File: config.mk
export PLATFORM = sky130hd
export DESIGN_NAME = sound_event_issuer
export DESIGN_NICKNAME = d
export VERILOG_FILES = /design/src/rtl/sound_event_issuer.sv
export SDC_FILE = /design/constraint.sdc
export NUM_CORES = 1
export LEC_CHECK = 0
export ABC_AREA = 0
export BUFFER_PORTS_ARGS = -buffer_cell sky130_fd_sc_hd__buf_2
export CAP_MARGIN = 40
export CORE_ASPECT_RATIO = 0.6
export CORE_MARGIN = 2
export CORE_UTILIZATION = 40
export CTS_CLUSTER_DIAMETER = 120
export DETAILED_ROUTE_END_ITERATION = 10
export PLACE_DENSITY = 0.68
export SLEW_MARGIN = 20
export SYNTH_ARGS = -nofsm -noshare
export SYNTH_HDL_FRONTEND = slang
export SYNTH_SLANG_ARGS = --single-unit
File: constraint.sdc
create_clock -name clk -period 3.1 [get_ports clk]
set_input_delay 0.31 -clock clk [delete_from_list [all_inputs] [get_ports clk]]
set_output_delay 0.31 -clock clk [all_outputs]
set_load 0.02 [all_outputs]
File: src/rtl/sound_event_issuer.sv
// Turns raw game event levels into paced, fixed-length tone requests for the sound engine.
// Rising edges are queued in a small FIFO and replayed as tone + silent gap, with mute and drop counting.
module sound_event_issuer #(
  parameter int DEPTH       = 4,
  parameter int TONE_CYCLES = 50,
  parameter int GAP_CYCLES  = 2
) (
  input  logic       clk,
  input  logic       nRst,
  input  logic       good_evt,
  input  logic       bad_evt,
  input  logic [3:0] dir_evt,
  input  logic       mute_toggle,
  output logic       goodColl,
  output logic       badColl,
  output logic [3:0] direction,
  output logic       busy,
  output logic       full,
  output logic       muted,
  output logic [3:0] drop_count
);

  localparam int AW = $clog2(DEPTH);
  localparam int CW = AW + 1;
  localparam int TW = $clog2(TONE_CYCLES + GAP_CYCLES + 1);

  localparam logic [1:0] CODE_GOOD = 2'b01;
  localparam logic [1:0] CODE_BAD  = 2'b10;
  localparam logic [1:0] CODE_DIR  = 2'b11;

  typedef enum logic [1:0] {IDLE, PLAY, GAP} state_t;

  // Valid/ready note: the edge detector offers at most one entry per cycle; the FIFO
  // accepts it when not full or when the FSM pops in the same cycle, otherwise it is dropped.

  logic       prev_good, prev_bad, prev_mute;
  logic [3:0] prev_dir;
  logic       muted_q;

  logic [5:0]    mem [DEPTH];
  logic [AW-1:0] rd_ptr, wr_ptr;
  logic [CW-1:0] count;
  logic [3:0]    drop_q;

  state_t        state_q, state_d;
  logic [TW-1:0] timer_q, timer_d;
  logic          good_q, bad_q;
  logic [3:0]    dir_q;

  logic       good_rise, bad_rise, mute_rise, mute_enter;
  logic [3:0] dir_rise;
  logic       push_req, do_push, drop_inc, pop, clr, fifo_full, fifo_empty;
  logic [5:0] push_data, head;

  assign good_rise  = good_evt & ~prev_good;
  assign bad_rise   = bad_evt & ~prev_bad;
  assign dir_rise   = dir_evt & ~prev_dir;
  assign mute_rise  = mute_toggle & ~prev_mute;
  assign mute_enter = mute_rise & ~muted_q;

  assign fifo_full  = (count == CW'(DEPTH));
  assign fifo_empty = (count == '0);
  assign head       = mem[rd_ptr];

  // Priority bad > good > dir; nothing is offered while muted or on the cycle mute flips.
  always_comb begin
    push_req  = 1'b0;
    push_data = 6'b0;
    if (bad_rise) begin
      push_req  = 1'b1;
      push_data = {CODE_BAD, 4'b0};
    end else if (good_rise) begin
      push_req  = 1'b1;
      push_data = {CODE_GOOD, 4'b0};
    end else if (|dir_rise) begin
      push_req  = 1'b1;
      push_data = {CODE_DIR, dir_rise};
    end
    if (muted_q || mute_rise) push_req = 1'b0;
  end

  assign do_push  = push_req & (~fifo_full | pop);
  assign drop_inc = push_req & fifo_full & ~pop;

  always_comb begin
    state_d = state_q;
    timer_d = timer_q;
    pop     = 1'b0;
    clr     = 1'b0;
    case (state_q)
      IDLE: begin
        if (!fifo_empty) begin
          pop     = 1'b1;
          state_d = PLAY;
          timer_d = TW'(TONE_CYCLES - 1);
        end
      end
      PLAY: begin
        if (timer_q == '0) begin
          clr     = 1'b1;
          state_d = GAP;
          timer_d = TW'(GAP_CYCLES - 1);
        end else begin
          timer_d = timer_q - TW'(1);
        end
      end
      GAP: begin
        if (timer_q == '0) begin
          if (!fifo_empty) begin
            pop     = 1'b1;
            state_d = PLAY;
            timer_d = TW'(TONE_CYCLES - 1);
          end else begin
            state_d = IDLE;
          end
        end else begin
          timer_d = timer_q - TW'(1);
        end
      end
      default: state_d = IDLE;
    endcase
  end

  always_ff @(posedge clk) begin
    if (!nRst) begin
      prev_good <= 1'b0;
      prev_bad  <= 1'b0;
      prev_dir  <= 4'b0;
      prev_mute <= 1'b0;
      muted_q   <= 1'b0;
    end else begin
      prev_good <= good_evt;
      prev_bad  <= bad_evt;
      prev_dir  <= dir_evt;
      prev_mute <= mute_toggle;
      if (mute_rise) muted_q <= ~muted_q;
    end
  end

  always_ff @(posedge clk) begin
    if (do_push) mem[wr_ptr] <= push_data;
  end

  always_ff @(posedge clk) begin
    if (!nRst) begin
      rd_ptr <= '0;
      wr_ptr <= '0;
      count  <= '0;
      drop_q <= 4'd0;
    end else if (mute_enter) begin
      rd_ptr <= '0;
      wr_ptr <= '0;
      count  <= '0;
    end else begin
      if (do_push) wr_ptr <= wr_ptr + AW'(1);
      if (pop) rd_ptr <= rd_ptr + AW'(1);
      if (do_push && !pop) count <= count + CW'(1);
      else if (pop && !do_push) count <= count - CW'(1);
      if (drop_inc && drop_q != 4'hF) drop_q <= drop_q + 4'd1;
    end
  end

  always_ff @(posedge clk) begin
    if (!nRst || mute_enter) begin
      state_q <= IDLE;
      timer_q <= '0;
      good_q  <= 1'b0;
      bad_q   <= 1'b0;
      dir_q   <= 4'b0;
    end else begin
      state_q <= state_d;
      timer_q <= timer_d;
      if (pop) begin
        good_q <= (head[5:4] == CODE_GOOD);
        bad_q  <= (head[5:4] == CODE_BAD);
        dir_q  <= (head[5:4] == CODE_DIR) ? head[3:0] : 4'b0;
      end else if (clr) begin
        good_q <= 1'b0;
        bad_q  <= 1'b0;
        dir_q  <= 4'b0;
      end
    end
  end

  assign goodColl   = good_q;
  assign badColl    = bad_q;
  assign direction  = dir_q;
  assign busy       = (state_q != IDLE) | ~fifo_empty;
  assign full       = fifo_full;
  assign muted      = muted_q;
  assign drop_count = drop_q;

endmodule

==> reports/results.txt, run 1 <==
Unique masters post-synth - 42
Row count - 23
Worst Setup Start Kind - register
Synth-to-Final Area Change - 15.6%
Hold Crit Endpoint - prev_mute$_SDFF_PN0_
Number of synthesized flops with an enable pin - 24
Post-synth top area share - 0.269
Ys Warns - 0
P_leak - 1.19 nW
Path depth of the worst reg2reg path - 11
Post-CTS Setup Bufs - 0
Crit-path max FO - 4
GRT Total Usage - 0.161
WS Path Type - reg -> reg
Final HPWL DP - 3800 um
Final hold slack - 0.185 ns
Die Area - 7380 sq um
Worst Hold Path Cells - 2
Post-CTS sizing - 0
Num CTS Buffers - 9
Reg-to-reg startpoint - timer_q[0]$_SDFFE_PP0P_
Via/cell ratio - 5.07
Fin area - 3090 sq um
Core area - 6560 sq um
Slowest stage cell, crit path - or4b_4
Slew margin rel. - 0.631
Async SR Flop Fraction - 0
PD cells - 758 nW/um^2
Placer Congestion - 0.908
Yosys reg bits - 59
TritonRoute pass-1 iters - 4
Pins Over Slew Limit - 0
Largest net degree at the start of global routing - 17
Max stage delay on crit path - 0.49 ns
Fin nets - 295
Slew @ Worst Pin - 0.547 ns
Final cell count without fillers - 366
WL met2 - 1810 um
Final setup viols - 0
Placed Instances - 350
Insertion delay to the later sink of the worst-skew pair - 0.34 ns
Post-route setup TNS - 0 ns
Routed WL per cell - 14.1 um
Hold bufs inserted after CTS - 0
Final Hold Violating Endpoints - 0
Fmax - 345 MHz
DRC Markers - 0
Skew final - 0.00622 ns
Post-synthesis average cell area - 11.1 sq um
Routed via count - 1857
Layout cells sized above 1 - 0.183
Post-DRT Antenna Nets - 0
Buffers on Ports - 21
WL met1 - 2840 um
CP arrival - 3.17 ns
CTS clk-pin slew, worst paths - 0.07 ns
Post-Syn Instances - 242
Top Layer Used - met4
CTS max path bufs - 2
Drt first-iter violations - 121
Synth area leaders - edfxtp_1, dfxtp_1, ha_1
Post-route clock period utilization - 0.934
Top-Level Pins - 22
Critical Path End Type - register
Placed cell areas - 2910 sq um
H-tree depth - 3
Antenna violations before repair - 0
MaxCap Viol Count - 0
Root Driver - clkbuf_8
Cell taking the most area after synthesis - edfxtp_1
Global-route wire length before repair - 8580 um
RSZ-0062 raised after global routing - no
Inserted Diodes - 0
Gr ovfl total - 0
CTS tree - built
Met3 WL - 467 um
Number of global-route vias before repair - 1730
Top_reg_cell synth - dfxtp_1
Die W - 110 um
Register area share after synthesis - 0.531
Initial Utilization - 0.408
R2R Setup Slk - 0.20 ns
Final WL - 5150 um
Netlist Area Pre-Place - 2680 sq um
WP data required - 3.37 ns
Outcome - complete, no violations
CTS Sinks - 59
Syn Nets - 263
Tmin final - 2.90 ns
Worst Hold Launch - mute_toggle
Min-delay worst type - in -> reg
Worst R2R End - count[2]$_SDFFE_PP0P_
CP cell instances - inv_1 > ha_1 > or4b_4 > o311a_4 > a211oi_4 > ha_1 > inv_1 > fa_1 > xor2_1 > or3_1 > a21oi_1
Peak supply drop - 0.357 mV
Die H - 67.3 um
[final cells by class]
| type | count | area [sq um] |
|---|---|---|
| sequential | 59 | 1420 |
| timing repair buffer | 26 | 143 |
| multi-input combinational | 160 | 1170 |
| tap | 87 | 109 |
| clock buffer | 10 | 128 |
| clock inverter | 6 | 56.3 |
| fill | 603 | 3470 |
| inverter | 18 | 67.6 |
[flip-flops by register name, summed over array words and instances, names as in the netlist, named ones only]
signal,flops
goodColl,1
wr_ptr,2
count,3
state_q,2
badColl,1
rd_ptr,2
prev_dir,4
drop_count,4
muted,1
mem,24
prev_mute,1
prev_bad,1
direction,4
timer_q,6
prev_good,1
[cell usage after synthesis, types with 2 or more instances]
master / number
o21ai_0: 12
a31oi_1: 3
inv_1: 18
mux2i_1: 4
clkbuf_1: 5
nand3b_1: 3
nand2_1: 14
xor2_1: 2
o221a_2: 2
ha_1: 11
nor2b_1: 3
xnor2_1: 4
mux4_2: 6
nor2_1: 20
o2bb2ai_1: 4
o31ai_1: 2
nor3b_1: 2
nand3_1: 6
dfxtp_1: 35
a21oi_1: 15
edfxtp_1: 24
or3_1: 5
and2_1: 12
nor3_1: 3
nand2b_1: 8
nand4_1: 3
[cells in the final DEF, fill, tap and decap left out, drive strengths merged, types with 3 or more instances in the layout]
master	count
nor2	20
or3	5
o2bb2ai	4
dfxtp	35
clkbuf	10
inv	18
nor2b	3
nand3b	3
nand2b	8
mux2i	4
nand3	6
and2	12
nand4	3
a21oi	15
mux4	6
nand2	14
o21ai	12
a31oi	3
clkinv	4
buf	26
xnor2	4
edfxtp	24
nor3	3
ha	11
[metrics by stage]
stage	power, W	util	setup WS (ns)
after detailed placement	0.00168	0.443	0.222
after global routing	0.00249	0.471	0.0423
final	0.00234	0.471	0.204
after global placement	0.00167	0.443	0.295
after CTS	0.00235	0.471	0.199
after floorplan	0.00149	-	0.133
[worst max-delay path, delay by kind of cell, from the launching register on]
family	cells	cell delay [ns]
xor gates and xnor gates	1	0.16
AOI/OAI and AO/OA	3	0.64
buffers and inverters	2	0.14
adders and majority gates	3	0.76
and+or+nand+nor	2	0.79
DFF	1	0.33
[layer usage]
layer,global-route usage,up-vias
met3,0.0618,5
li1,-,935
met4,0.0570,0
met1,0.260,841
met5,0,-
met2,0.183,76
[worst max path at each step]
stage | cells past startpoint | slack (ns) | endpoint | startpoint
6_report | 11 | 0.20 | count[2]$_SDFFE_PP0P_ | timer_q[0]$_SDFFE_PP0P_
4_1_cts | 11 | 0.20 | count[2]$_SDFFE_PP0P_ | timer_q[0]$_SDFFE_PP0P_
5_1_grt | 13 | 0.04 | count[2]$_SDFFE_PP0P_ | timer_q[0]$_SDFFE_PP0P_
2_1_floorplan | 11 | 0.13 | count[2]$_SDFFE_PP0P_ | timer_q[0]$_SDFFE_PP0P_
3_5_place_dp | 11 | 0.22 | count[2]$_SDFFE_PP0P_ | timer_q[0]$_SDFFE_PP0P_
3_3_place_gp | 11 | 0.29 | count[2]$_SDFFE_PP0P_ | timer_q[0]$_SDFFE_PP0P_
[kinds of logic after synthesis]
group | count (synthesis) | share of synthesized area
buf+inv | 23 | 0.0323
mux | 10 | 0.0655
flops | 59 | 0.531
fa+ha+maj | 12 | 0.0589
xor+xnor | 6 | 0.0196
simple gates | 82 | 0.162
compound gates | 50 | 0.131
[power by group]
part	total [W]	leakage (nW)	internal (W)	switching (W)
Sequential	0.000972	0.509	0.000898	0.0000740
Combinational	0.000711	0.591	0.000290	0.000421
Clock	0.000660	0.0935	0.000364	0.000297
No activity file was read; power rests on OpenSTA's default activity.
==> run 2: changes to the inputs <==
--- a/config.mk
+++ b/config.mk
@@ -14,6 +14,7 @@
 export CTS_CLUSTER_DIAMETER = 120
 export DETAILED_ROUTE_END_ITERATION = 10
 export PLACE_DENSITY = 0.68
+export SETUP_SLACK_MARGIN = 0.4
 export SLEW_MARGIN = 20
 export SYNTH_ARGS = -nofsm -noshare
 export SYNTH_HDL_FRONTEND = slang
==> run 2 against run 1 <==
Effect of this change: total power up 2.4%; via count up 2.1%; core utilization up 0.88 points; highest routed layer unchanged; largest cell class unchanged; critical path type unchanged; largest power group unchanged.
==> reports/results.txt, run 2 (same netlist as run 1, synthesis figures left out) <==
Clock power frac - 0.273 (-0.009)
Final HPWL DP - 3890 um (+2.5%)
CTS Sinks - 59 (unchanged)
Insertion delay to the later sink of the worst-skew pair - 0.33 ns (about the same)
R2R Setup Slk - 0.29 ns (+0.09 ns)
Total power - 0.00240 W (+2.4%)
GRT Total Usage - 0.165 (+0.00425)
Number of global-route vias before repair - 1783 (+3.1%)
P_leak - 1.21 nW (+1.8%)
Slew @ Worst Pin - 0.605 ns (+0.0579 ns)
Worst Hold Launch - mute_toggle
Combinational Power Share - 0.321 (+0.018)
Top-Level Pins - 22 (unchanged)
Post-DRT Antenna Nets - 0 (unchanged)
Reg-to-reg startpoint - timer_q[0]$_SDFFE_PP0P_
Synth-to-Final Area Change - 17.7%
H-tree depth - 3 (unchanged)
RSZ-0062 raised after global routing - yes
Crit-path max FO - 3 (-1)
WL met2 - 1940 um (+6.8%)
Slew margin rel. - 0.596 (-0.0356)
Worst Hold Path Cells - 2 (unchanged)
Peak supply drop - 0.315 mV (-12%)
Antenna violations before repair - 0 (unchanged)
Top Layer Used - met4
Most flops, register - mem
TritonRoute pass-1 iters - 4 (unchanged)
Fmax - 356 MHz (+3.1%)
Routed WL per cell - 14.3 um (+1.7%)
Root Driver - clkbuf_8
WL met1 - 2940 um (+3.5%)
Most frequent cells in the layout - dfxtp_1, edfxtp_1, buf_2
Core area - 6560 sq um (unchanged)
Initial Utilization - 0.408 (unchanged)
WP data required - 3.37 ns (about the same)
Final Hold Violating Endpoints - 0 (unchanged)
Row count - 23 (unchanged)
CP arrival - 3.08 ns (-0.09 ns)
Biggest regs - mem (24), timer_q (6)
Layout cells sized above 1 - 0.230 (+0.0469)
Commonest non-fill, non-tap cell in the layout - dfxtp_1
Die W - 110 um (unchanged)
Placer Congestion - 0.865 (-4.7%)
Global-route wire length before repair - 8870 um (+3.4%)
Post-route setup TNS - 0 ns (unchanged)
Fin nets - 299 (+1.4%)
Outcome - complete, no violations
Drt first-iter violations - 106 (-12%)
Sw Pwr - 0.000813 W (+2.8%)
Hold Crit Endpoint - prev_mute$_SDFF_PN0_
Path depth of the worst reg2reg path - 11 (unchanged)
DRC Markers - 0 (unchanged)
Internal power - 0.00159 W (+2.2%)
Switch share - 0.339 (+0.00126)
Worst R2R End - count[2]$_SDFFE_PP0P_
PD cells - 762 nW/um^2 (+0.53%)
Post-route clock period utilization - 0.906 (-0.0282)
Met3 WL - 419 um (-10%)
Worst Setup Start Kind - register
Tmin final - 2.81 ns (-0.0875 ns)
Min-delay worst type - in -> reg
MaxCap Viol Count - 0 (unchanged)
Via/cell ratio - 5.12 (+1.0%)
Gr ovfl total - 0 (unchanged)
Die H - 67.3 um (unchanged)
Largest net degree at the start of global routing - 17 (unchanged)
CTS max path bufs - 2 (unchanged)
Number of flip-flops in the largest register - 24 (unchanged)
CTS clk-pin slew, worst paths - 0.07 ns (about the same)
CTS tree - built
Critical Path End Type - register
Num CTS Buffers - 9 (unchanged)
Final setup viols - 0 (unchanged)
WS Path Type - reg -> reg
Power share of the sequential group - 0.406 (-0.009)
Routed via count - 1896 (+2.1%)
Inserted Diodes - 0 (unchanged)
Skew final - 0.00987 ns (+0.00365 ns)
Final WL - 5300 um (+2.8%)
Pins Over Slew Limit - 0 (unchanged)
Die Area - 7380 sq um (unchanged)
Buffers on Ports - 21 (unchanged)
-- run 2: cell types whose count changed in the layout (fill, tap and decap cells not counted), sizes merged --
cell / delta
buf: +4
-- run 2: power groups by stage --
stage	sequential [W]	clock (W)	combinational [W]
after global placement	0.000987	0	0.000695
after global routing	0.000987	0.000707	0.000848
after floorplan	0.000982	0	0.000520
final	0.000974	0.000654	0.000771
after CTS	0.000974	0.000676	0.000741
after detailed placement	0.000992	0	0.000717
-- run 2: how the worst max path moves through the flow --
stage / startpoint / end / slack, ns
after floorplan: timer_q[1]$_SDFFE_PP0P_ / count[2]$_SDFFE_PP0P_ / 0.16
after CTS: timer_q[0]$_SDFFE_PP0P_ / count[2]$_SDFFE_PP0P_ / 0.31
after global routing: timer_q[0]$_SDFFE_PP0P_ / count[2]$_SDFFE_PP0P_ / 0.21
after global placement: timer_q[0]$_SDFFE_PP0P_ / count[2]$_SDFFE_PP0P_ / 0.24
final: timer_q[0]$_SDFFE_PP0P_ / count[2]$_SDFFE_PP0P_ / 0.29
after detailed placement: timer_q[1]$_SDFFE_PP0P_ / count[2]$_SDFFE_PP0P_ / 0.15
-- run 2: per-stage QoR --
step | hold slack [ns] | setup WS [ns] | cells | area [sq um] | utilization
6_report | 0.193 | 0.292 | 370 | 3150 | 0.480
3_3_place_gp | 0.446 | 0.235 | 349 | 2920 | 0.445
5_1_grt | 0.177 | 0.206 | 370 | 3150 | 0.480
3_5_place_dp | 0.444 | 0.150 | 349 | 2920 | 0.445
4_1_cts | 0.175 | 0.314 | 369 | 3130 | 0.477
2_1_floorplan | 0.432 | 0.157 | 242 | 2690 | -
-- run 2: worst max-delay path, cell delays in order (launching register included) --
cell      delay (ns)
dfxtp_2         0.33
inv_2           0.07
ha_4            0.14
or4b_4          0.47
o311a_4         0.34
a211oi_4        0.17
ha_2            0.23
inv_2           0.04
fa_2            0.35
xor2_1          0.16
or3_1           0.33
a21oi_2         0.11
-- run 2: layer usage --
layer | track usage | vias to the layer above
met5 | 0 | -
met4 | 0.0380 | 0
met1 | 0.250 | 884
li1 | - | 944
met2 | 0.213 | 66
met3 | 0.0705 | 2
-- run 2: what timing repair did --
action,in CTS,in global routing
hold buffers,0,0
pin swaps,4,0
resized for setup,0,3
buffers inserted,4,1
setup endpoints to repair,1,2
-- run 2: final cells by class --
class | instances | area, sq um
multi-input combinational | 160 | 1190
inverter | 18 | 67.6
fill | 631 | 3410
clock buffer | 10 | 128
clock inverter | 6 | 56.3
tap | 87 | 109
timing repair buffer | 30 | 173
sequential | 59 | 1420
==> run 3: changes to the inputs <==
--- a/config.mk
+++ b/config.mk
@@ -13,8 +13,9 @@
 export CORE_UTILIZATION = 40
 export CTS_CLUSTER_DIAMETER = 120
 export DETAILED_ROUTE_END_ITERATION = 10
-export PLACE_DENSITY = 0.68
+export PLACE_DENSITY = 0.66
 export SETUP_SLACK_MARGIN = 0.4
+export SKIP_CTS_REPAIR_TIMING = 1
 export SLEW_MARGIN = 20
 export SYNTH_ARGS = -nofsm -noshare
 export SYNTH_HDL_FRONTEND = slang
==> constraint.sdc (replaced) <==
create_clock -name clk -period 3.4 [get_ports clk]
set_input_delay 0.34 -clock clk [delete_from_list [all_inputs] [get_ports clk]]
set_output_delay 0.34 -clock clk [all_outputs]
set_load 0.02 [all_outputs]
==> run 3 against run 2 <==
Effect of this change: flip-flop and latch count unchanged; register-to-register slack improved by 0.23 ns; critical path type unchanged; final cell count fell by 0.81%; routed wire length down 2.7%; hold slack gained 0.030 ns; first-iteration DRC count decreased by 22%; global-route usage is 0.52 points lower.
==> reports/results.txt, run 3 (same netlist as run 1, synthesis figures left out) <==
Worst Setup Start Kind - register
PD cells - 688 nW/um^2 (-9.7%)
Most flops, register - mem
Top-Level Pins - 22 (unchanged)
Layout cells sized above 1 - 0.196 (-0.0333)
WP data required - 3.67 ns (+0.30 ns)
Pins Over Slew Limit - 0 (unchanged)
Via/cell ratio - 5.07 (-0.99%)
Drt first-iter violations - 83 (-22%)
RSZ-0062 raised after global routing - no
DRC Markers - 0 (unchanged)
Final HPWL DP - 3760 um (-3.5%)
Final cell count without fillers - 367 (-0.81%)
Final WL - 5160 um (-2.7%)
Routed WL per cell - 14.0 um (-1.9%)
WS Path Type - reg -> reg
Inserted Diodes - 0 (unchanged)
Max stage delay on crit path - 0.48 ns (about the same)
Routed via count - 1862 (-1.8%)
Fillers - 623 (-1.3%)
Num CTS Buffers - 9 (unchanged)
Buffers on Ports - 21 (unchanged)
Biggest regs - mem (24), timer_q (6)
Worst Hold Path Cells - 2 (unchanged)
Largest net degree at the start of global routing - 17 (unchanged)
Critical Path End Type - register
P_leak - 1.20 nW (-1.5%)
Final Hold Violating Endpoints - 0 (unchanged)
Outcome - complete, no violations
Final setup viols - 0 (unchanged)
Reg-to-reg startpoint - timer_q[1]$_SDFFE_PP0P_
Die H - 67.3 um (unchanged)
Hold Crit Endpoint - prev_dir[1]$_SDFF_PN0_
Path depth of the worst reg2reg path - 11 (unchanged)
Number of global-route vias before repair - 1666 (-6.6%)
Global-route wire length before repair - 8570 um (-3.3%)
CTS max path bufs - 2 (unchanged)
Post-route clock period utilization - 0.846 (-0.0596)
Worst Hold Launch - dir_evt[1]
Die W - 110 um (unchanged)
Row count - 23 (unchanged)
Synth-to-Final Area Change - 16.3%
TritonRoute pass-1 iters - 4 (unchanged)
H-tree depth - 3 (unchanged)
Number of flip-flops in the largest register - 24 (unchanged)
Slowest stage cell, crit path - or4b_4
Initial Utilization - 0.408 (unchanged)
Placed Instances - 349 (unchanged)
Fmax - 348 MHz (-2.4%)
Fin area - 3110 sq um (-1.2%)
Core area - 6560 sq um (unchanged)
Critical Path Start - timer_q[1]$_SDFFE_PP0P_
R2R Setup Slk - 0.52 ns (+0.23 ns)
Fin nets - 296 (-1.0%)
Tmin final - 2.88 ns (+0.0692 ns)
Fin util - 0.474 (-0.00591)
CTS tree - built
Placed cell areas - 2900 sq um (-0.64%)
CTS Sinks - 59 (unchanged)
Post-route setup TNS - 0 ns (unchanged)
Most frequent cells in the layout - dfxtp_1, edfxtp_1, buf_2
Skew final - 0.00937 ns (-0.000497 ns)
CP cell instances - inv_2 > ha_4 > or4b_4 > o311a_4 > a211oi_4 > ha_2 > inv_1 > fa_1 > xor2_1 > or3_1 > a21oi_1
Slew margin rel. - 0.553 (-0.0431)
Storage cell area - 1420 sq um (unchanged)
Peak supply drop - 0.253 mV (-19%)
CP arrival - 3.15 ns (+0.07 ns)
Slew @ Worst Pin - 0.664 ns (+0.0589 ns)
CP delay by family, top - simple AND/OR/NAND/NOR gates
Die Area - 7380 sq um (unchanged)
Min-delay worst type - in -> reg
Area of the multi-input gates - 1180 sq um (-0.94%)
Root Driver - clkbuf_8
Placer Congestion - 0.882 (+2.0%)
Crit-path max FO - 6 (+3)
Gr ovfl total - 0 (unchanged)
Antenna violations before repair - 0 (unchanged)
MaxCap Viol Count - 0 (unchanged)
WP buf/inv - 2 (unchanged)
Post-DRT Antenna Nets - 0 (unchanged)
Commonest non-fill, non-tap cell in the layout - dfxtp_1
GRT Total Usage - 0.160 (-0.00520)
Insertion delay to the later sink of the worst-skew pair - 0.33 ns (about the same)
CTS clk-pin slew, worst paths - 0.06 ns (about the same)
Worst R2R End - count[2]$_SDFFE_PP0P_
run 3: changes by cell type in the layout (fill, tap and decap cells not counted), sizes merged:
cell      previous run  this run
buf                 30        27
clkbuf              10        12
clkinv               4         3
clkinvlp             1         0
run 3: worst max-delay path by stage:
stage          cells after the start               endpoint
6_report                          11  count[2]$_SDFFE_PP0P_
5_1_grt                           11  count[2]$_SDFFE_PP0P_
4_1_cts                           11  count[2]$_SDFFE_PP0P_
3_5_place_dp                      11  count[2]$_SDFFE_PP0P_
3_3_place_gp                      11  count[2]$_SDFFE_PP0P_
2_1_floorplan                     11  count[2]$_SDFFE_PP0P_
run 3: layer usage:
| layer | GRT usage | wire (um) |
|---|---|---|
| met1 | 0.250 | 2760 |
| met2 | 0.189 | 1800 |
| met3 | 0.0666 | 539 |
| met4 | 0.0570 | 57 |
| met5 | 0 | 0 |
run 3: stage by stage:
stage	power [W]	setup WS [ns]	hold WS (ns)
floorplan	0.00136	0.433	0.462
global placement	0.00152	0.455	0.443
detailed placement	0.00153	0.365	0.446
CTS	0.00213	0.348	0.208
global route	0.00228	0.397	0.206
finish	0.00214	0.523	0.223
run 3: area by class of cell:
type	instances	area share
timing repair buffer	27	0.0483
multi-input combinational	160	0.380
tap	87	0.0350
sequential	59	0.457
inverter	18	0.0217
clock buffer	12	0.0434
clock inverter	4	0.0141
run 3: where the power goes:
part	leakage, nW	switching [W]	internal (W)
clock	0.0918	0.000259	0.000334
sequential	0.509	0.0000678	0.000820
combinational	0.595	0.000384	0.000276
total	1.20	0.000711	0.00143
